File: src/rtl/stack_access_unit_if.sv
// Bundle between the control unit, the stack pointer block, the data memory
// and the stack access unit; the unit sits on the slave side.
interface stack_access_unit_if #(
    parameter int DATA_W = 32,
    parameter int ADDR_W = 8,
    parameter int ERR_W  = 8
);
    logic              req;
    logic              op;
    logic [DATA_W-1:0] wrData;
    logic              ready;
    logic              done;
    logic              err;
    logic [DATA_W-1:0] rdData;
    logic [31:0]       SP;
    logic              empty;
    logic              full;
    logic [1:0]        spOp;
    logic [ADDR_W-1:0] memAddr;
    logic [DATA_W-1:0] memWrData;
    logic              memWrEn;
    logic              memRdEn;
    logic [DATA_W-1:0] memRdData;
    logic [ERR_W-1:0]  errCount;

    modport slave (
        input  req, op, wrData, SP, empty, full, memRdData,
        output ready, done, err, rdData, spOp,
        output memAddr, memWrData, memWrEn, memRdEn, errCount
    );

    modport master (
        output req, op, wrData, SP, empty, full, memRdData,
        input  ready, done, err, rdData, spOp,
        input  memAddr, memWrData, memWrEn, memRdEn, errCount
    );
endinterface

File: src/rtl/stack_access_unit.sv
// Push/pop sequencer: checks empty/full, drives the SP command and the
// matching data-memory access, returns popped data and counts rejects.
module stack_access_unit #(
    parameter int DATA_W = 32,
    parameter int ADDR_W = 8,
    parameter int ERR_W  = 8
) (
    input logic                clock,
    input logic                reset,
    stack_access_unit_if.slave bus
);
    typedef enum logic [2:0] {
        IDLE,
        PUSH_WR,
        POP_RD,
        POP_WAIT,
        DONE
    } state_t;

    localparam logic [1:0] SP_HOLD = 2'b00;
    localparam logic [1:0] SP_PUSH = 2'b01;
    localparam logic [1:0] SP_POP  = 2'b10;

    state_t            state_q, state_d;
    logic [DATA_W-1:0] wdat_q, wdat_d;
    logic [DATA_W-1:0] rdat_q, rdat_d;
    logic [ERR_W-1:0]  errcnt_q, errcnt_d;
    logic [ERR_W-1:0]  errcnt_inc;
    logic              errflag_q, errflag_d;
    logic [31:0]       sp_dec;
    logic              wr_en;
    logic              rd_en;
    logic              done_c;
    logic [1:0]        sp_op;
    logic [ADDR_W-1:0] addr;
    logic              unused_sp;

    // Pop reads the word just below the next-free slot.
    assign sp_dec = bus.SP - 32'd1;
    assign unused_sp = ^{bus.SP[31:ADDR_W], sp_dec[31:ADDR_W]};

    // Reject counter sticks at all-ones.
    assign errcnt_inc = (&errcnt_q) ? errcnt_q : errcnt_q + ERR_W'(1);

    // State and datapath registers, synchronous active-low reset
    always_ff @(posedge clock) begin
        if (!reset) begin
            state_q   <= IDLE;
            wdat_q    <= '0;
            rdat_q    <= '0;
            errcnt_q  <= '0;
            errflag_q <= 1'b0;
        end else begin
            state_q   <= state_d;
            wdat_q    <= wdat_d;
            rdat_q    <= rdat_d;
            errcnt_q  <= errcnt_d;
            errflag_q <= errflag_d;
        end
    end

    // Next state, datapath updates and raw strobes
    always_comb begin
        state_d   = state_q;
        wdat_d    = wdat_q;
        rdat_d    = rdat_q;
        errcnt_d  = errcnt_q;
        errflag_d = errflag_q;
        wr_en     = 1'b0;
        rd_en     = 1'b0;
        done_c    = 1'b0;
        sp_op     = SP_HOLD;
        addr      = bus.SP[ADDR_W-1:0];
        unique case (state_q)
            IDLE: begin
                if (bus.req) begin
                    if (!bus.op) begin
                        if (bus.full) begin
                            errflag_d = 1'b1;
                            errcnt_d  = errcnt_inc;
                            state_d   = DONE;
                        end else begin
                            wdat_d  = bus.wrData;
                            state_d = PUSH_WR;
                        end
                    end else begin
                        if (bus.empty) begin
                            errflag_d = 1'b1;
                            errcnt_d  = errcnt_inc;
                            state_d   = DONE;
                        end else begin
                            state_d = POP_RD;
                        end
                    end
                end
            end
            PUSH_WR: begin
                wr_en   = 1'b1;
                sp_op   = SP_PUSH;
                state_d = DONE;
            end
            POP_RD: begin
                rd_en   = 1'b1;
                addr    = sp_dec[ADDR_W-1:0];
                sp_op   = SP_POP;
                state_d = POP_WAIT;
            end
            POP_WAIT: begin
                rdat_d  = bus.memRdData;
                state_d = DONE;
            end
            DONE: begin
                done_c    = 1'b1;
                errflag_d = 1'b0;
                state_d   = IDLE;
            end
            default: begin
                state_d = IDLE;
            end
        endcase
    end

    // Strobes are gated by reset so a reset mid-operation commits nothing.
    assign bus.ready     = (state_q == IDLE);
    assign bus.done      = done_c & reset;
    assign bus.err       = done_c & errflag_q & reset;
    assign bus.spOp      = reset ? sp_op : SP_HOLD;
    assign bus.memWrEn   = wr_en & reset;
    assign bus.memRdEn   = rd_en & reset;
    assign bus.memAddr   = addr;
    assign bus.memWrData = wdat_q;
    assign bus.rdData    = rdat_q;
    assign bus.errCount  = errcnt_q;
endmodule

File: src/flat_wrapper.sv
// flat-port wrapper written by rule: the top's interface ports become plain ports
module stack_access_unit_flat 
#(
    parameter int DATA_W = 32,
    parameter int ADDR_W = 8,
    parameter int ERR_W  = 8
)
  (clock, reset, bus_req, bus_op, bus_wrData, bus_SP, bus_empty, bus_full, bus_memRdData, bus_ready, bus_done, bus_err, bus_rdData, bus_spOp, bus_memAddr, bus_memWrData, bus_memWrEn, bus_memRdEn, bus_errCount);
  stack_access_unit_if #(.DATA_W(DATA_W), .ADDR_W(ADDR_W), .ERR_W(ERR_W)) bus_i ();
  input logic clock;
  input logic reset;
  input wire logic [$bits(bus_i.req)-1:0] bus_req;
  input wire logic [$bits(bus_i.op)-1:0] bus_op;
  input wire logic [$bits(bus_i.wrData)-1:0] bus_wrData;
  input wire logic [$bits(bus_i.SP)-1:0] bus_SP;
  input wire logic [$bits(bus_i.empty)-1:0] bus_empty;
  input wire logic [$bits(bus_i.full)-1:0] bus_full;
  input wire logic [$bits(bus_i.memRdData)-1:0] bus_memRdData;
  output wire logic [$bits(bus_i.ready)-1:0] bus_ready;
  output wire logic [$bits(bus_i.done)-1:0] bus_done;
  output wire logic [$bits(bus_i.err)-1:0] bus_err;
  output wire logic [$bits(bus_i.rdData)-1:0] bus_rdData;
  output wire logic [$bits(bus_i.spOp)-1:0] bus_spOp;
  output wire logic [$bits(bus_i.memAddr)-1:0] bus_memAddr;
  output wire logic [$bits(bus_i.memWrData)-1:0] bus_memWrData;
  output wire logic [$bits(bus_i.memWrEn)-1:0] bus_memWrEn;
  output wire logic [$bits(bus_i.memRdEn)-1:0] bus_memRdEn;
  output wire logic [$bits(bus_i.errCount)-1:0] bus_errCount;
  assign bus_i.req = bus_req;
  assign bus_i.op = bus_op;
  assign bus_i.wrData = bus_wrData;
  assign bus_i.SP = bus_SP;
  assign bus_i.empty = bus_empty;
  assign bus_i.full = bus_full;
  assign bus_i.memRdData = bus_memRdData;
  assign bus_ready = bus_i.ready;
  assign bus_done = bus_i.done;
  assign bus_err = bus_i.err;
  assign bus_rdData = bus_i.rdData;
  assign bus_spOp = bus_i.spOp;
  assign bus_memAddr = bus_i.memAddr;
  assign bus_memWrData = bus_i.memWrData;
  assign bus_memWrEn = bus_i.memWrEn;
  assign bus_memRdEn = bus_i.memRdEn;
  assign bus_errCount = bus_i.errCount;
  stack_access_unit #(.DATA_W(DATA_W), .ADDR_W(ADDR_W), .ERR_W(ERR_W)) u_core (.clock(clock), .reset(reset), .bus(bus_i));
endmodule
File: config.mk
export PLATFORM = sky130hd
export DESIGN_NAME = stack_access_unit_flat
export DESIGN_NICKNAME = d
export VERILOG_FILES = /design/src/rtl/stack_access_unit_if.sv /design/src/rtl/stack_access_unit.sv /design/src/flat_wrapper.sv
export SDC_FILE = /design/constraint.sdc
export NUM_CORES = 1
export LEC_CHECK = 0
export ABC_AREA = 0
export CORE_MARGIN = 2
export CORE_UTILIZATION = 37
export DETAILED_ROUTE_END_ITERATION = 8
export PLACE_DENSITY = 0.79
export SYNTH_ARGS = -nofsm -noshare
export SYNTH_HDL_FRONTEND = slang
export SYNTH_SLANG_ARGS = --single-unit
export TNS_END_PERCENT = 50
File: constraint.sdc
create_clock -name clock -period 2.4 [get_ports clock]
set_input_delay 0.36 -clock clock [delete_from_list [all_inputs] [get_ports clock]]
set_output_delay 0.36 -clock clock [all_outputs]
set_load 0.03 [all_outputs]
==> results by group <==
Timing
  • Hold slack: approximately 0.45 ns
  • PnR worst setup slack: 0.0323 ns
  • Worst-Margin Slew: approximately 0.58 ns
  • Finish-stage setup viols: 0
  • Max Clock Skew: 0.0137 ns
  • Final Cycle Share: 98.7%
  • Unrepaired setup endpoints after global routing: true
  • Max_slew headroom: about three fifths
  • Final Max Slew Viols: 0
  • Max Clock Freq: 422 MHz
  • Crit path time final: roughly 2.4 ns
  • Final hold viol count: 0

Layout
  • Area grow syn2layout: 64.8%
  • Nets: between 600 and 700
  • Fin util: between 60% and 70%
  • # diodes: 0
  • Share of cells above drive strength 1: roughly 9%

Logic synthesis
  • Area contributors post-synth: dfxtp_1, nand2_1, a21oi_1
  • Post-Syn Nets: 485
  • Ys async rst share: 0%
  • Post-Synthesis Cell Area: ~0.003 sq mm
  • Top-count cell post-synth: nand2_1
  • Synth Register Bits: between 70 and 80
  • Register area share after synthesis: 50.6%
  • Post-Synthesis Cells: 381
  • Most used DFF post-synth: dfxtp_1
  • Post-synth top cells: nand2_1, dfxtp_1, a21oi_1
  • Syn Area/Cell: approximately 8 sq um
  • Area leader, netlist: dfxtp_1
  • Synth unique cells: 35
  • Synth warnings: 0
  • Post-synth top area share: 50.6%
  • Number of synthesized flops with an enable pin: 0

Critical path
  • Worst reg2reg path depth: 5
  • Critical path type: flop to primary output
  • R2r startpoint: u_core.state_q[2]$_SDFFE_PN0P_
  • Crit-path max FO: 5
  • Cell Chain, Critical Path: or3b_4, or3_4, nor4_4, xor2_1, buf_4
  • Slowest stage delay, CP: 0.42 ns
  • Worst setup SP type: flop
  • R2r setup slk: 0.58 ns
  • RR Endpoint: u_core.bus.errCount[5]$_SDFFE_PN0P_
  • Family with the most delay on the worst path: simple AND/OR/NAND/NOR gates
  • Slowest cell on crit path: or3b_4
  • Buf+Inv Stages, Crit Path: 1
  • Worst Setup End Kind: primary output
  • Crit path arrival time: 2.01 ns
  • Critical Path RT: 2.04 ns

Clocking
  • Clock sink count: between 70 and 80
  • H-tree depth: 3
  • TritonCTS clock tree: built
  • Hold buffers post-CTS: 0
  • Clk slew on worst S/H paths: approximately 0.080 ns
  • Clock Tree Buf Depth: 2
  • Clk root buf: clkbuf_8
  • Worst-skew pair later-pin latency: ~0.34 ns
  • Num CTS Buffers: 9

Global route
  • Vias in the first global route: 3009
  • First-pass GRT wire length: 13000 um
  • Initial antenna violation count: 0
  • Total gr overflow: 0
  • Total track usage: 18.0%
  • Pin count of the biggest net entering global routing: 38

Die
  • FP Rows: 32
  • Die Y: 94.1 um
  • Die area: 0.00886 sq mm
  • Die X: around 94 um
  • Initial Util: 38.5%
  • Core ar.: 0.00781 sq mm
  • IO Pins: around 190

Place
  • Dpl ws: 0.00378 ns
  • Port bufs: about 160
  • Post-DP HPWL: slightly above 6000 um
  • GPL Wtd Cong: 0.819

Route
  • Post-route ant nets: 0
  • Number of DRC markers in iteration 0: 59
  • DRC: 0
  • Routed wire length: 8190 um
  • DR vias/cell: about 4.7
  • Wirelength per Cell: roughly 13 um
  • TritonRoute pass-1 iters: 4
  • Vias: 3070

Power
  • Sw Ratio: 26.1%
  • Leak: 1.75 nW
  • Worst vdd ir: roughly 360 uV
  • Combinational share of power: 15.4%
  • Clk pwr share: 36.4%
  • Pint: 0.00200 W
  • Power Dens Cells: 547 mW/mm^2
  • Flop pwr share: 48.1%
  • Switch Pwr: 0.000706 W
  • Pwr Total: ~0.0027 W

Run status
  • Status: complete, no violations

Run
  • Max cap viols: 0

Min path
  • Worst Hold Class: flop to flop
  • Worst hold start: u_core.bus.memWrData[12]$_SDFFE_PN0P_
  • Hold endpoint: u_core.bus.memWrData[12]$_SDFFE_PN0P_
  • Hold Path Depth: 2
[worst max-delay path by stage]
stage | from | endpoint | slack (ns) | depth (start not counted)
after floorplan | u_core.state_q[0]$_SDFFE_PN0P_ | bus_memAddr[7] | 0.07 | 6
after global placement | bus_SP[3] | bus_memAddr[7] | 0.07 | 6
after detailed placement | bus_SP[3] | bus_memAddr[7] | 0.004 | 6
after CTS | bus_SP[3] | bus_memAddr[7] | 0.0004 | 6
after global routing | u_core.state_q[0]$_SDFFE_PN0P_ | bus_memAddr[7] | -0.03 | 5
final | u_core.state_q[0]$_SDFFE_PN0P_ | bus_memAddr[7] | 0.03 | 5
[worst register-to-register path: cells and delay by family, from the launching register on]
kind	cells	cell delay, ns
buffers and inverters	1	0.17
AO/OA/AOI/OAI	2	0.40
AND/OR/NAND/NOR	2	0.87
flip-flops	1	0.31
[metal layers]
layer / GRT usage, % / routed length [um] / up-vias
li1: - / - / 1570
met2: 33.3 / 4080 / 100
met3: 5.78 / 705 / 10
met1: 19.0 / 3300 / 1390
met4: 6.40 / 113 / 0
met5: 0 / 0 / -
[cells in the final DEF, fill, tap and decap left out, types with 2 or more instances in the layout]
master / instances
dlymetal6s2s_1: 4
or3_1: 4
clkdlybuf4s50_1: 151
and2_1: 2
or4_1: 3
nor4b_1: 2
inv_6: 4
dfxtp_1: 75
nand3_1: 6
or2_2: 2
inv_1: 5
a31oi_1: 2
and3_1: 2
buf_4: 20
a21oi_1: 72
clkbuf_8: 9
nand2_1: 136
o31ai_1: 3
o21ai_0: 4
xnor2_1: 4
nor3_1: 3
ha_1: 2
xor2_1: 3
nor2_1: 9
[state kept, by name, summed over array words and instances, names as in the netlist]
register	cells
u_core.bus.errCount	8
u_core.bus.memWrData	32
u_core.bus.rdData	32
u_core.errflag_q	1
u_core.state_q	3
[cell type report]
class                      instances  area (sq um)
tap                              102           128
multi-input combinational        272          1340
sequential                        76          1520
timing repair buffer             176          1730
clock buffer                       9           124
clock inverter                     7          81.3
inverter                           6          22.5
fill                             681          2860
[cells by family (layout without fill, tap and decap cells)]
kind of cell | Yosys count | after routing | synth area share (%)
buffers and inverters | 33 | 198 | 5.04
adders and majority gates | 2 | 2 | 0.833
and+or+nand+nor | 177 | 177 | 25.9
muxes | 2 | 2 | 0.708
xor gates and xnor gates | 7 | 7 | 2.04
DFF | 76 | 76 | 50.6
AOI/OAI and AO/OA | 84 | 84 | 14.8
[per-stage QoR]
stage               setup TNS, ns  cells  cell area, sq um
global placement                0    631              4720
global route              -0.0318    648              4950
detailed placement              0    631              4720
CTS                             0    647              4930
finish                          0    648              4950
floorplan                       0    381              3000
[power by group through the flow]
stage	clock network [W]	registers, W	logic (W)
6_report	0.000986	0.00130	0.000418
5_1_grt	0.00107	0.00131	0.000447
4_1_cts	0.00102	0.00130	0.000420
3_5_place_dp	0	0.00133	0.000417
3_3_place_gp	0	0.00133	0.000413
2_1_floorplan	0	0.00138	0.000141
[repair_timing]
item | 4_1_cts | 5_1_grt
gates resized for setup | 1 | 6
pin swaps | 0 | 4
buffers inserted | 0 | 1
setup endpoints to repair | 4 | 2
(Power assumes the default switching activity.)
